===== config.mk =====
export PLATFORM = sky130hd
export DESIGN_NAME = rs_enc_ctrl_flat
export DESIGN_NICKNAME = d
export VERILOG_FILES = /design/src/rtl/rs_enc_ctrl_if.sv /design/src/rtl/rs_enc_ctrl.sv /design/src/flat_wrapper.sv
export SDC_FILE = /design/constraint.sdc
export NUM_CORES = 1
export LEC_CHECK = 0
export BUFFER_PORTS_ARGS = -buffer_cell sky130_fd_sc_hd__buf_2
export CORE_MARGIN = 1
export CORE_UTILIZATION = 46
export DETAILED_ROUTE_END_ITERATION = 10
export HOLD_SLACK_MARGIN = 0.05
export PLACE_DENSITY = 0.74
export SETUP_SLACK_MARGIN = 0.2
export SLEW_MARGIN = 25
export SYNTH_ARGS = -nofsm -noshare
export SYNTH_HDL_FRONTEND = slang
export SYNTH_SLANG_ARGS = --single-unit

===== constraint.sdc =====
create_clock -name clk -period 2.48 [get_ports clk]
set_input_delay 0.496 -clock clk [delete_from_list [all_inputs] [get_ports clk]]
set_output_delay 0.496 -clock clk [all_outputs]
set_load 0.005 [all_outputs]

===== src/rtl/rs_enc_ctrl_if.sv =====
// Handshake and data bundle between the RS(255,239) encoder controller, its message
// source and the external generator tap chain. RS_SHORTEN_EN adds the k_len field.
interface rs_enc_ctrl_if;
  logic [7:0] din;
  logic       din_valid;
  logic       din_sop;
  logic       din_ready;
  logic [7:0] r_last;
  logic [7:0] mr;
  logic [7:0] dout;
  logic       dout_valid;
  logic       dout_sop;
  logic       dout_eop;
  logic       err;
`ifdef RS_SHORTEN_EN
  logic [7:0] k_len;

  modport master (
    output din, din_valid, din_sop, r_last, k_len,
    input  din_ready, mr, dout, dout_valid, dout_sop, dout_eop, err
  );
  modport slave (
    input  din, din_valid, din_sop, r_last, k_len,
    output din_ready, mr, dout, dout_valid, dout_sop, dout_eop, err
  );
`else
  modport master (
    output din, din_valid, din_sop, r_last,
    input  din_ready, mr, dout, dout_valid, dout_sop, dout_eop, err
  );
  modport slave (
    input  din, din_valid, din_sop, r_last,
    output din_ready, mr, dout, dout_valid, dout_sop, dout_eop, err
  );
`endif
endinterface


===== src/rtl/rs_enc_ctrl.sv =====
// RS(255,239) encoder front-end: feedback symbol, message pass-through, parity drain
// and codeword framing. Define RS_SHORTEN_EN for a per-block message length (k_len).
module rs_enc_ctrl #(
  parameter int unsigned N   = 255,
  parameter int unsigned K   = 239,
  parameter int unsigned PAR = 16
) (
  input  logic         clk,
  input  logic         rst,
  rs_enc_ctrl_if.slave bus
);

  localparam logic [7:0] K_LEN      = 8'(K);
  localparam logic [7:0] LAST_PAR   = 8'(PAR - 1);
  localparam logic [7:0] LAST_FLUSH = 8'(N - K - 1);

  typedef enum logic [1:0] {S_IDLE, S_MSG, S_PAR, S_FLUSH} state_e;

  state_e     state_q, state_d;
  logic [7:0] cnt_q, cnt_d;
  logic [7:0] dout_q, dout_d;
  logic       dv_q, dv_d;
  logic       sop_q, sop_d;
  logic       eop_q, eop_d;
  logic       err_q, err_d;
  logic       rdy_q, rdy_d;
  logic [7:0] mr_c;
  logic [7:0] len_q;
  logic [7:0] sop_len;
  logic       sop_acc;

  assign sop_acc = (state_q == S_IDLE) && rdy_q && bus.din_valid && bus.din_sop;

`ifdef RS_SHORTEN_EN
  always_comb begin
    sop_len = bus.k_len;
    if ((bus.k_len == '0) || (bus.k_len > K_LEN)) sop_len = K_LEN;
  end

  always_ff @(posedge clk) begin
    if (!rst)         len_q <= K_LEN;
    else if (sop_acc) len_q <= sop_len;
  end
`else
  assign sop_len = K_LEN;
  assign len_q   = K_LEN;
`endif

  always_comb begin
    state_d = state_q;
    cnt_d   = cnt_q;
    dout_d  = '0;
    dv_d    = 1'b0;
    sop_d   = 1'b0;
    eop_d   = 1'b0;
    err_d   = 1'b0;
    mr_c    = '0;
    case (state_q)
      S_IDLE: begin
        // The sop symbol is the first message symbol, so it feeds the chain too.
        if (sop_acc) begin
          mr_c   = bus.din ^ bus.r_last;
          dout_d = bus.din;
          dv_d   = 1'b1;
          sop_d  = 1'b1;
          if (sop_len == 8'd1) begin
            state_d = S_PAR;
            cnt_d   = '0;
          end else begin
            state_d = S_MSG;
            cnt_d   = 8'd1;
          end
        end
      end
      S_MSG: begin
        if (bus.din_valid) begin
          mr_c   = bus.din ^ bus.r_last;
          dout_d = bus.din;
          dv_d   = 1'b1;
          if (cnt_q == len_q - 8'd1) begin
            state_d = S_PAR;
            cnt_d   = '0;
          end else begin
            cnt_d = cnt_q + 8'd1;
          end
        end else begin
          err_d   = 1'b1;
          state_d = S_FLUSH;
          cnt_d   = '0;
        end
      end
      S_PAR: begin
        dout_d = bus.r_last;
        dv_d   = 1'b1;
        if (cnt_q == LAST_PAR) begin
          eop_d   = 1'b1;
          state_d = S_IDLE;
          cnt_d   = '0;
        end else begin
          cnt_d = cnt_q + 8'd1;
        end
      end
      S_FLUSH: begin
        // mr stays zero so every tap stage shifts out to zero.
        if (cnt_q == LAST_FLUSH) begin
          state_d = S_IDLE;
          cnt_d   = '0;
        end else begin
          cnt_d = cnt_q + 8'd1;
        end
      end
      default: begin
        state_d = S_IDLE;
        cnt_d   = '0;
      end
    endcase
    rdy_d = (state_d == S_IDLE) || (state_d == S_MSG);
  end

  always_ff @(posedge clk) begin
    if (!rst) begin
      state_q <= S_IDLE;
      cnt_q   <= '0;
      dout_q  <= '0;
      dv_q    <= 1'b0;
      sop_q   <= 1'b0;
      eop_q   <= 1'b0;
      err_q   <= 1'b0;
      rdy_q   <= 1'b0;
    end else begin
      state_q <= state_d;
      cnt_q   <= cnt_d;
      dout_q  <= dout_d;
      dv_q    <= dv_d;
      sop_q   <= sop_d;
      eop_q   <= eop_d;
      err_q   <= err_d;
      rdy_q   <= rdy_d;
    end
  end

  assign bus.mr         = mr_c;
  assign bus.din_ready  = rdy_q;
  assign bus.dout       = dout_q;
  assign bus.dout_valid = dv_q;
  assign bus.dout_sop   = sop_q;
  assign bus.dout_eop   = eop_q;
  assign bus.err        = err_q;

endmodule


===== src/flat_wrapper.sv =====
// flat-port wrapper written by rule: the top's interface ports become plain ports
module rs_enc_ctrl_flat 
#(
  parameter int unsigned N   = 255,
  parameter int unsigned K   = 239,
  parameter int unsigned PAR = 16
)
  (clk, rst, bus_din, bus_din_valid, bus_din_sop, bus_r_last, bus_din_ready, bus_mr, bus_dout, bus_dout_valid, bus_dout_sop, bus_dout_eop, bus_err);
  rs_enc_ctrl_if bus_i ();
  input  logic clk;
  input  logic rst;
  input wire logic [$bits(bus_i.din)-1:0] bus_din;
  input wire logic [$bits(bus_i.din_valid)-1:0] bus_din_valid;
  input wire logic [$bits(bus_i.din_sop)-1:0] bus_din_sop;
  input wire logic [$bits(bus_i.r_last)-1:0] bus_r_last;
  output wire logic [$bits(bus_i.din_ready)-1:0] bus_din_ready;
  output wire logic [$bits(bus_i.mr)-1:0] bus_mr;
  output wire logic [$bits(bus_i.dout)-1:0] bus_dout;
  output wire logic [$bits(bus_i.dout_valid)-1:0] bus_dout_valid;
  output wire logic [$bits(bus_i.dout_sop)-1:0] bus_dout_sop;
  output wire logic [$bits(bus_i.dout_eop)-1:0] bus_dout_eop;
  output wire logic [$bits(bus_i.err)-1:0] bus_err;
  assign bus_i.din = bus_din;
  assign bus_i.din_valid = bus_din_valid;
  assign bus_i.din_sop = bus_din_sop;
  assign bus_i.r_last = bus_r_last;
  assign bus_din_ready = bus_i.din_ready;
  assign bus_mr = bus_i.mr;
  assign bus_dout = bus_i.dout;
  assign bus_dout_valid = bus_i.dout_valid;
  assign bus_dout_sop = bus_i.dout_sop;
  assign bus_dout_eop = bus_i.dout_eop;
  assign bus_err = bus_i.err;
  rs_enc_ctrl #(.N(N), .K(K), .PAR(PAR)) u_core (.clk(clk), .rst(rst), .bus(bus_i));
endmodule

## Word-level counts from Yosys, hierarchy flattened

Cells that the tools add are included.

- Word-level logic and storage cells: 48
- Flip-flop bits (word level): 23
- Input bits: 20
- Output and inout bits: 21

- Add/sub/neg operators: 1
- Muxes and demuxes: 21
- Reduce and logical (&&, ||, !) cells: 10
- Equal/unequal tests: 7
- Bitwise logic cells: 1

Operator list:

| cell | number |
|---|---|
| 8-bit two-way mux | 8 |
| 8-bit one-hot mux with 3 select lines | 2 |
| 8-bit one-hot mux with 2 select lines | 1 |
| 8-bit by 1-bit adder with 8-bit output (second input constant) | 1 |
| 8-bit by 4-bit == test with 1-bit output (second input constant) | 1 |
| 8-bit == test (second input constant) | 1 |
| 2-bit two-way mux | 4 |
| 8-bit XOR | 1 |
| 2-bit one-hot mux with 3 select lines | 1 |
| 2-bit AND reduction | 3 |
| 2-bit by 1-bit == test with 1-bit output (second input constant) | 2 |
| 2-bit == test (second input constant) | 2 |
| 2-bit zero test | 2 |
| 1-bit two-way mux | 4 |
| 1-bit logical AND | 3 |
| 1-bit one-hot mux with 3 select lines | 1 |
| 2-bit by 1-bit inequality test with 1-bit output (second input constant) | 1 |
| 2-bit OR reduction | 1 |
| 1-bit logical OR | 1 |

## Longest topological paths before layout

Gate-level depths: netlist of the first run.

- Depth in word-level cells: 8
- Gate-level depth with buffers: 6

## Worst setup path before layout of the first run

OpenSTA, ideal clock, no wires.

- Kind: input -> output
- From: input port bus_din_sop
- To: output port bus_mr[0]
- Data arrival time: 1.176 ns
- Setup slack: 0.808 ns
- Stages on the path: 3
- Path buffers: 0
- Data required time: 1.984 ns
- Cells stage by stage: and2_1 > o211ai_1 > nor2_1

- Cells in the longest elaborated chain, start to end: 3

Ends and longest elaborated chain:

| what | line | text |
|---|---|---|
| start, declared | flat_wrapper.sv:14 | `input wire logic [$bits(bus_i.din_sop)-1:0] bus_din_sop;` |
| 1-bit logical AND | rs_enc_ctrl.sv:32 | `assign sop_acc = (state_q == S_IDLE) && rdy_q && bus.din_valid && bus.din_sop;` |
| 8-bit two-way mux | rs_enc_ctrl.sv:61 | `if (sop_acc) begin` |
| 8-bit one-hot mux with 2 select lines | rs_enc_ctrl.sv:58 | `case (state_q)` |
| end, declared | flat_wrapper.sv:17 | `output wire logic [$bits(bus_i.mr)-1:0] bus_mr;` |

No other way between the ends.

## Worst setup path in the final report of the first run

- From: register u_core.rdy_q, in the netlist u_core.bus.din_ready
- To: output port bus_mr[5]

- Cells in the longest elaborated chain, start to end: 5

Ends and longest elaborated chain:

| what | line | text |
|---|---|---|
| start, declared | rs_enc_ctrl.sv:26 | `logic rdy_q, rdy_d;` |
| start signal, assigned | rs_enc_ctrl.sv:138 | `rdy_q <= rdy_d;` |
| 1-bit logical AND (3 in a row) | rs_enc_ctrl.sv:32 |  |
| 8-bit two-way mux | rs_enc_ctrl.sv:61 |  |
| 8-bit one-hot mux with 2 select lines | rs_enc_ctrl.sv:58 |  |

No other way between the ends.

==> results of run 1 <==
cells by family (layout without fill, tap and decap cells):
kind of cell               Yosys count  in the layout
and+or+nand+nor                     55             55
AOI/OAI and AO/OA                   38             38
DFF                                 23             23
buffers and inverters               11             50
xor gates and xnor gates            10             10
adders and majority gates            2              2
state kept, by name (all words and copies together) (netlist names):
name and flops:
u_core.state_q 2, u_core.bus.din_ready 1, u_core.bus.dout 8, u_core.cnt_q 8, u_core.bus.dout_eop 1, u_core.bus.err 1
u_core.bus.dout_valid 1, u_core.bus.dout_sop 1
power by group through the flow:
stage | Clock (uW) | Sequential (uW) | Combinational [uW]
2_1_floorplan | 0 | 398 | 67.1
3_3_place_gp | 0 | 400 | 107
5_1_grt | 193 | 394 | 124
3_5_place_dp | 0 | 401 | 110
4_1_cts | 180 | 392 | 111
6_report | 172 | 392 | 110
path summary, 6_finish.rpt:
kind	start	end	slack, ns	cells after the start
setup / recovery	u_core.bus.din_ready	bus_mr[5]	0.38	4
hold / removal	bus_din[4]	u_core.bus.dout[4]	0.45	3
setup reg to reg	u_core.cnt_q[0]	u_core.cnt_q[7]	0.87	5
hold reg to reg	u_core.cnt_q[1]	u_core.cnt_q[1]	0.53	2
per-stage QoR:
stage,hold WS (ns),power [uW]
6_report,0.448,674
5_1_grt,0.450,710
4_1_cts,0.444,682
3_5_place_dp,0.519,511
3_3_place_gp,0.502,507
2_1_floorplan,0.478,466
cells in the mapped netlist, drive strengths merged (4+ instances only):
cell type	number
nand3	6
dfxtp	23
nor2	20
a21o	4
o21ai	5
buf	5
a21oi	7
and3	4
inv	5
and2	4
xnor2	9
nand2	10
a22oi	10
worst max-delay path: cells and delay by family, from the launching register on:
kind	cells	cell delay, ns
AOI/OAI and AO/OA	1	0.55
DFF	1	0.33
and+or+nand+nor	2	0.26
buffers and inverters	1	0.15
cell type report:
| class | count | area share |
|---|---|---|
| tap | 28 | 0.0249 |
| inverter | 5 | 0.0134 |
| multi-input combinational | 105 | 0.467 |
| clock inverter | 1 | 0.00356 |
| sequential | 23 | 0.328 |
| timing repair buffer | 41 | 0.148 |
| clock buffer | 3 | 0.0160 |
layer usage:
| layer | track usage | share of wire | vias to the layer above |
|---|---|---|---|
| met3 | 0.0377 | 0.048 | 4 |
| met2 | 0.371 | 0.49 | 30 |
| met4 | 0.0526 | 0.0087 | 0 |
| li1 | - | - | 569 |
| met1 | 0.254 | 0.45 | 518 |
| met5 | 0 | 0 | - |
==> summary.md, run 1 <==
| Metric | Value |
|---|---|
| Fraction of registers with async set/reset | 0 |
| Dpl cells | 202 |
| Top_reg_cell synth | dfxtp_1 |
| Post-DP Area | 1380 sq um |
| Simple-gate portion of the synthesized area | 0.238 |
| Final period utilization | 0.846 |
| Final setup vio count | 0 |
| Fin area | 1410 sq um |
| Fin. Hold Viols | 0 |
| Worst Setup Path Type | reg2out |
| Mean Syn Cell Area | 8.43 sq um |
| Vias/cell | 5.44 |
| Most frequent cells in the layout | buf_2 (40), dfxtp_1 (23), nor2_1 (20) |
| Io pins | 41 |
| Clock transition at path regs | 0.13 ns |
| Num rows | 17 |
| Setup TNS | 0 ns |
| PostCTS Resize Cnt | 0 |
| Logic pwr share | 0.163 |
| Total Routed Length | 2.65 mm |
| Adder-Cell Fraction of Synth Area | 0.0214 |
| Slew @ Worst Pin | 0.673 ns |
| Distinct cells, synth | 37 |
| Worst stage delay on the critical path | 0.55 ns |
| Number of synthesized flops with an enable pin | 0 |
| Dominant cell type by area after synthesis | dfxtp_1 |
| Pre-CTS setup slack | 0.370 ns |
| Max VDD drop | 0.275 mV |
| Die Span X | 52.5 um |
| Worst setup EP type | output pin |
| Drt wl/cell | 12.8 um |
| Clock Sinks | 23 |
| # Post-CTS Setup Buffers | 0 |
| Outcome | finished clean |
| Total of warnings raised by yosys | 0 |
| TritonRoute pass-1 iters | 4 |
| Final core utilization | 0.612 |
| Filler instances | 219 |
| Clk buf depth | 2 |
| TritonCTS clock tree | yes |
| Max cap viols | 0 |
| Leak | 0.000650 uW |
| Fin worst setup slack | 0.381 ns |
| Mapped Area | 1170 sq um |
| Slew headroom | 0.549 |
| Sequential fraction of the synthesis area | 0.393 |
| Share of cells above drive strength 1 | 0.281 |
| Fmax | 0.477 GHz |
| Starting density of the core | 0.510 |
| Overflow after GRT | 0 |
| Skew-Pair Late Insertion Delay | 0.31 ns |
| First-pass GRT wire length | 4.30 mm |
| Die Area | 2750 sq um |
| Clock root buffer | clkbuf_4 |
| HP Class | in2reg |
| Clock group share of total power | 0.255 |
| Syn_nets | 161 |
| Period minus WS final | 2.10 ns |
| Die height | 52.5 um |
| Worst Path Max Fanout | 9 |
| Post-CTS Hold Buffers | 0 |
| Max stage delay cell, worst path | o211ai_1 |
| Non-filler cells, final | 206 |
| Crit path launch type | register |
| Antenna violations before repair | 0 |
| # diodes | 0 |
| Largest family of logic cells by synthesized area | simple AND/OR/NAND/NOR gates |
| DR iter-0 viols | 19 |
| Slew Viols, Final | 0 |
| Area grow syn2layout | 20.0% |
| Detailed Place HPWL | 2.02 mm |
| Worst EP required | 1.98 ns |
| DRC Markers | 0 |
| Floorplan core area | 2300 sq um |
| GP Congestion | 0.863 |
| P per Cell Area | 480 nW/um^2 |
| Switching part of the total | 0.268 |
| Pint | 493 uW |
| Multi-input logic area | 656 sq um |
| Largest net degree at the start of global routing | 17 |
| Compound-Gate Fraction of Synth Area | 0.225 |
| Num CTS Buffers | 3 |
| Top cell type's share of synthesized area | 0.393 |
| Reg power frac | 0.582 |
| Routed vias | 1,121 |
| Vias in the first global route | 991 |
| FF+latch count, synth | 23 |
| Final nets | 201 |
| Clock Skews | 0.00634 ns |
| Total track usage | 0.208 |
| Xor/xnor cell area share of the yosys netlist | 0.0748 |
| Area contributors post-synth | dfxtp_1 (39%), xnor2_1 (6.7%), a22oi_1 (6.4%) |
| Data arrival, critical path | 1.60 ns |
| P_sw | 180 uW |
| H-tree Lvls | 1 |
| Antenna Nets Post-Route | 0 |
| Port Buffers | 40 |
| RSZ-0062 raised after global routing | no |
| Crit path cell chain | and2_1 -> o211ai_1 -> nor2_1 -> buf_2 |
| Mapped Cells | 139 |
| Commonest non-fill, non-tap cell in the layout | buf_2 |
| Register area | 460 sq um |
| Post-synthesis mux area share | 0 |
Power figures use the tool's default switching activity.
==> run 2, diff against run 1 <==
Settings changed: ABC_AREA set to 1, CORE_ASPECT_RATIO set to 2, CORE_UTILIZATION 46 to 45.
Clock period 2.48 ns to 1.75 ns, I/O delays scaled along.
==> run 2 against run 1 <==
Compared with the run above:
- clock skew shrank 0.0032 ns
- global-route usage is 4.4 points higher
- combinational power grew 110%
- via count is 27% higher
- utilization rose by 2.5 points
- power rose by 66%
- sequential power up 41%
- largest cell class unchanged
- highest routed layer unchanged
==> summary.md, run 2 <==
| Metric | Value |
|---|---|
| Clk buf depth | 2 (unchanged) |
| Leak | 0.000864 uW (was 0.000650 uW) |
| Worst EP required | 1.40 ns (was 1.98 ns) |
| Filler instances | 266 (was 219) |
| Mapped Area | 1270 sq um (was 1170 sq um) |
| Min-Delay Startpoint | bus_din_valid (was bus_din[4]) |
| Register area | 469 sq um (was 460 sq um) |
| Port Buffers | 40 (unchanged) |
| Xor/xnor cell area share of the yosys netlist | 0.00688 (was 0.0748) |
| Floorplan core area | 2700 sq um (was 2300 sq um) |
| Slew headroom | 0.814 (was 0.549) |
| Die height | 77.2 um (was 52.5 um) |
| Logic pwr share | 0.202 (was 0.163) |
| Setup TNS | 0 ns (unchanged) |
| Starting density of the core | 0.471 (was 0.510) |
| Crit Reg-Reg Startpoint | u_core.state_q[0] (was u_core.cnt_q[0]) |
| Dominant cell type by area after synthesis | dfxtp_1 (unchanged) |
| P_sw | 314 uW (was 180 uW) |
| First-pass GRT wire length | 5.43 mm (was 4.30 mm) |
| Adder-Cell Fraction of Synth Area | 0.0197 (was 0.0214) |
| Data arrival, critical path | 1.33 ns (was 1.60 ns) |
| Total Routed Length | 3.41 mm (was 2.65 mm) |
| Period minus WS final | 1.68 ns |
| Commonest non-fill, non-tap cell in the layout | nand2_1 (was buf_2) |
| Reg power frac | 0.494 (was 0.582) |
| GR Util met2 | 0.433 (was 0.371) |
| Largest net degree at the start of global routing | 15 (was 17) |
| Vias in the first global route | 1,316 (was 991) |
| Clock Skews | 0.00309 ns (was 0.00634 ns) |
| Max VDD drop | 0.420 mV (was 0.275 mV) |
| Antenna Nets Post-Route | 0 (unchanged) |
| Top Usage Layer GRT | met2 (unchanged) |
| Clock Sinks | 23 (unchanged) |
| Drt wl/cell | 12.5 um (was 12.8 um) |
| Number of synthesized flops with an enable pin | 0 (unchanged) |
| Worst setup EP type | output pin (unchanged) |
| Hold endpoint | u_core.bus.err (was u_core.bus.dout[4]) |
| Total of warnings raised by yosys | 0 (unchanged) |
| Fmax | 0.597 GHz |
| GR Layer Usage met1 | 0.261 (was 0.254) |
| Pre-CTS setup slack | 0.213 ns (was 0.370 ns) |
| Vias/cell | 5.21 (was 5.44) |
| Mapped Cells | 190 (was 139) |
| # diodes | 0 (unchanged) |
| Simple-gate portion of the synthesized area | 0.374 (was 0.238) |
| RSZ-0062 raised after global routing | yes (was no) |
| Hold depth | 2 (was 3) |
| Clock transition at path regs | 0.08 ns (was 0.13 ns) |
| P per Cell Area | 652 nW/um^2 (was 480 nW/um^2) |
| Area grow syn2layout | 35.2% (was 20.0%) |
| Final nets | 267 (was 201) |
| Fin worst setup slack | 0.0747 ns (was 0.381 ns) |
| Syn_nets | 212 (was 161) |
| Most frequent cells in the layout | nand2_1 (47), buf_2 (40), inv_1 (30) (was buf_2 (40), dfxtp_1 (23), nor2_1 (20)) |
| Share of cells above drive strength 1 | 0.332 (was 0.281) |
| R2R depth | 10 (was 5) |
| Post-synthesis mux area share | 0 (unchanged) |
| Worst Setup Path Type | reg2out (unchanged) |
| Post-CTS Hold Buffers | 0 (unchanged) |
| Overflow after GRT | 0 (unchanged) |
| Crit path launch type | register (unchanged) |
| HP Class | in2reg (unchanged) |
| Worst reg2reg endpoint | u_core.bus.dout[1] (was u_core.cnt_q[7]) |
| Multi-input logic area | 721 sq um (was 656 sq um) |
| Die Span X | 39.6 um (was 52.5 um) |
| Max cap viols | 0 (unchanged) |
| Antenna violations before repair | 0 (unchanged) |
| Cell with the most instances after synthesis | nand2_1 (was dfxtp_1) |
| DR iter-0 viols | 35 (was 19) |
| Final setup vio count | 0 (unchanged) |
| Slew @ Worst Pin | 0.277 ns (was 0.673 ns) |
| Fraction of registers with async set/reset | 0 (unchanged) |
| GR Util met3 | 0.0318 (was 0.0377) |
| H-tree Lvls | 1 (unchanged) |
| Top_reg_cell synth | dfxtp_1 (unchanged) |
| GP Congestion | 0.865 (was 0.863) |
| Final period utilization | 0.957 |
| Slew Viols, Final | 0 (unchanged) |
| Reg2reg setup slack | 0.24 ns (was 0.87 ns) |
| Total track usage | 0.252 (was 0.208) |
| Distinct cells, synth | 23 (was 37) |
| Compound-Gate Fraction of Synth Area | 0.129 (was 0.225) |
| Area contributors post-synth | dfxtp_1 (36%), nand2_1 (14%), inv_1 (9.1%) (was dfxtp_1 (39%), xnor2_1 (6.7%), a22oi_1 (6.4%)) |
| DRC Markers | 0 (unchanged) |
| FF+latch count, synth | 23 (unchanged) |
| Clock group share of total power | 0.303 (was 0.255) |
| Worst Path Max Fanout | 7 (was 9) |
| TritonRoute pass-1 iters | 4 (unchanged) |
| Num CTS Buffers | 3 (unchanged) |
| Sequential fraction of the synthesis area | 0.362 (was 0.393) |
| Io pins | 41 (unchanged) |
| Die Area | 3060 sq um (was 2750 sq um) |
| Fin. Hold Viols | 0 (unchanged) |
| Skew-Pair Late Insertion Delay | 0.27 ns (was 0.31 ns) |
| Pwr Total | 1120 uW (was 674 uW) |
| Top cell type's share of synthesized area | 0.362 (was 0.393) |
| Pint | 807 uW (was 493 uW) |
| Num rows | 27 (was 17) |
| Clock root buffer | clkbuf_8 (was clkbuf_4) |
| Switching part of the total | 0.280 (was 0.268) |
| Routed vias | 1,422 (was 1,121) |
| TritonCTS clock tree | yes (unchanged) |
| Post-synth top cells | nand2_1 (49), inv_1 (31), dfxtp_1 (23) (was dfxtp_1 (23), nor2_1 (20), a22oi_1 (10), nand2_1 (10), xnor2_1 (9)) |
| Outcome | finished clean (unchanged) |
| Detailed Place HPWL | 2.41 mm (was 2.02 mm) |
| Largest family of logic cells by synthesized area | simple AND/OR/NAND/NOR gates (unchanged) |
| Mean Syn Cell Area | 6.70 sq um (was 8.43 sq um) |
run 2: cell count changes in the layout (fill, tap and decap cells not counted), sizes merged, moves of 4 or more:
cell   change
nand2     +42
inv       +27
nand3     +12
a22oi     -10
buf       +10
a21oi      +9
xnor2      -8
o22ai      +6
a21o       -4
and2       +4
and3       -4
nor2       -4
run 2: cell type report:
class	instances	share of cell area
multi-input combinational	132	0.419
clock buffer	4	0.0262
tap	29	0.0211
inverter	33	0.0749
timing repair buffer	52	0.186
sequential	23	0.273
run 2: cell families after synthesis:
logic type                 after synthesis
DFF                                     23
and+or+nand+nor                        100
AOI/OAI and AO/OA                       29
xor gates and xnor gates                 1
adders and majority gates                2
buffers and inverters                   35
run 2: stage by stage:
stage / std cells / area (sq um) / hold WS (ns) / util
final: 273 / 1720 / 0.348 / 0.637
after global routing: 273 / 1720 / 0.371 / 0.637
after CTS: 269 / 1640 / 0.348 / 0.608
after detailed placement: 259 / 1510 / 0.527 / 0.558
after global placement: 259 / 1510 / 0.524 / 0.558
after floorplan: 190 / 1270 / 0.429 / -
run 2: how the worst max path moves through the flow:
stage / endpoint / depth (start not counted) / slack [ns] / from
after global routing: bus_mr[0] / 7 / 0.01 / u_core.state_q[0]
after global placement: bus_mr[3] / 6 / 0.23 / bus_din_valid
after CTS: bus_mr[5] / 7 / 0.1 / u_core.state_q[1]
after detailed placement: bus_mr[7] / 6 / 0.21 / bus_din_valid
after floorplan: bus_mr[0] / 6 / 0.42 / u_core.state_q[1]
final: bus_mr[0] / 7 / 0.07 / u_core.state_q[0]
run 2: repair_timing:
| action | 4_1_cts | 5_1_grt |
|---|---|---|
| endpoints found under the setup margin | 9 | 16 |
| setup buffers | 6 | 3 |
| resized for setup | 12 | 10 |
| pin swaps | 4 | 5 |
| cloned | 0 | 1 |
run 2: worst max-delay path, stage by stage (launching register included):
cell	delay, ns
dfxtp_4	0.37
inv_4	0.07
nand2_4	0.06
nor2_4	0.14
nor2_4	0.06
buf_12	0.13
a21oi_1	0.10
buf_2	0.12
run 2: per-layer routing:
layer  up-vias  wire length, um
met2        61             1940
met4         0              187
li1        715                -
met1       631             1130
met5         -                0
met3        15              147
run 2: power by group through the flow:
stage               Clock (uW)  Combinational [uW]  Sequential (uW)
CTS                        341                 203              553
global route               372                 251              556
finish                     340                 227              554
detailed placement           0                 177              564
floorplan                    0                 104              564
global placement             0                 174              563
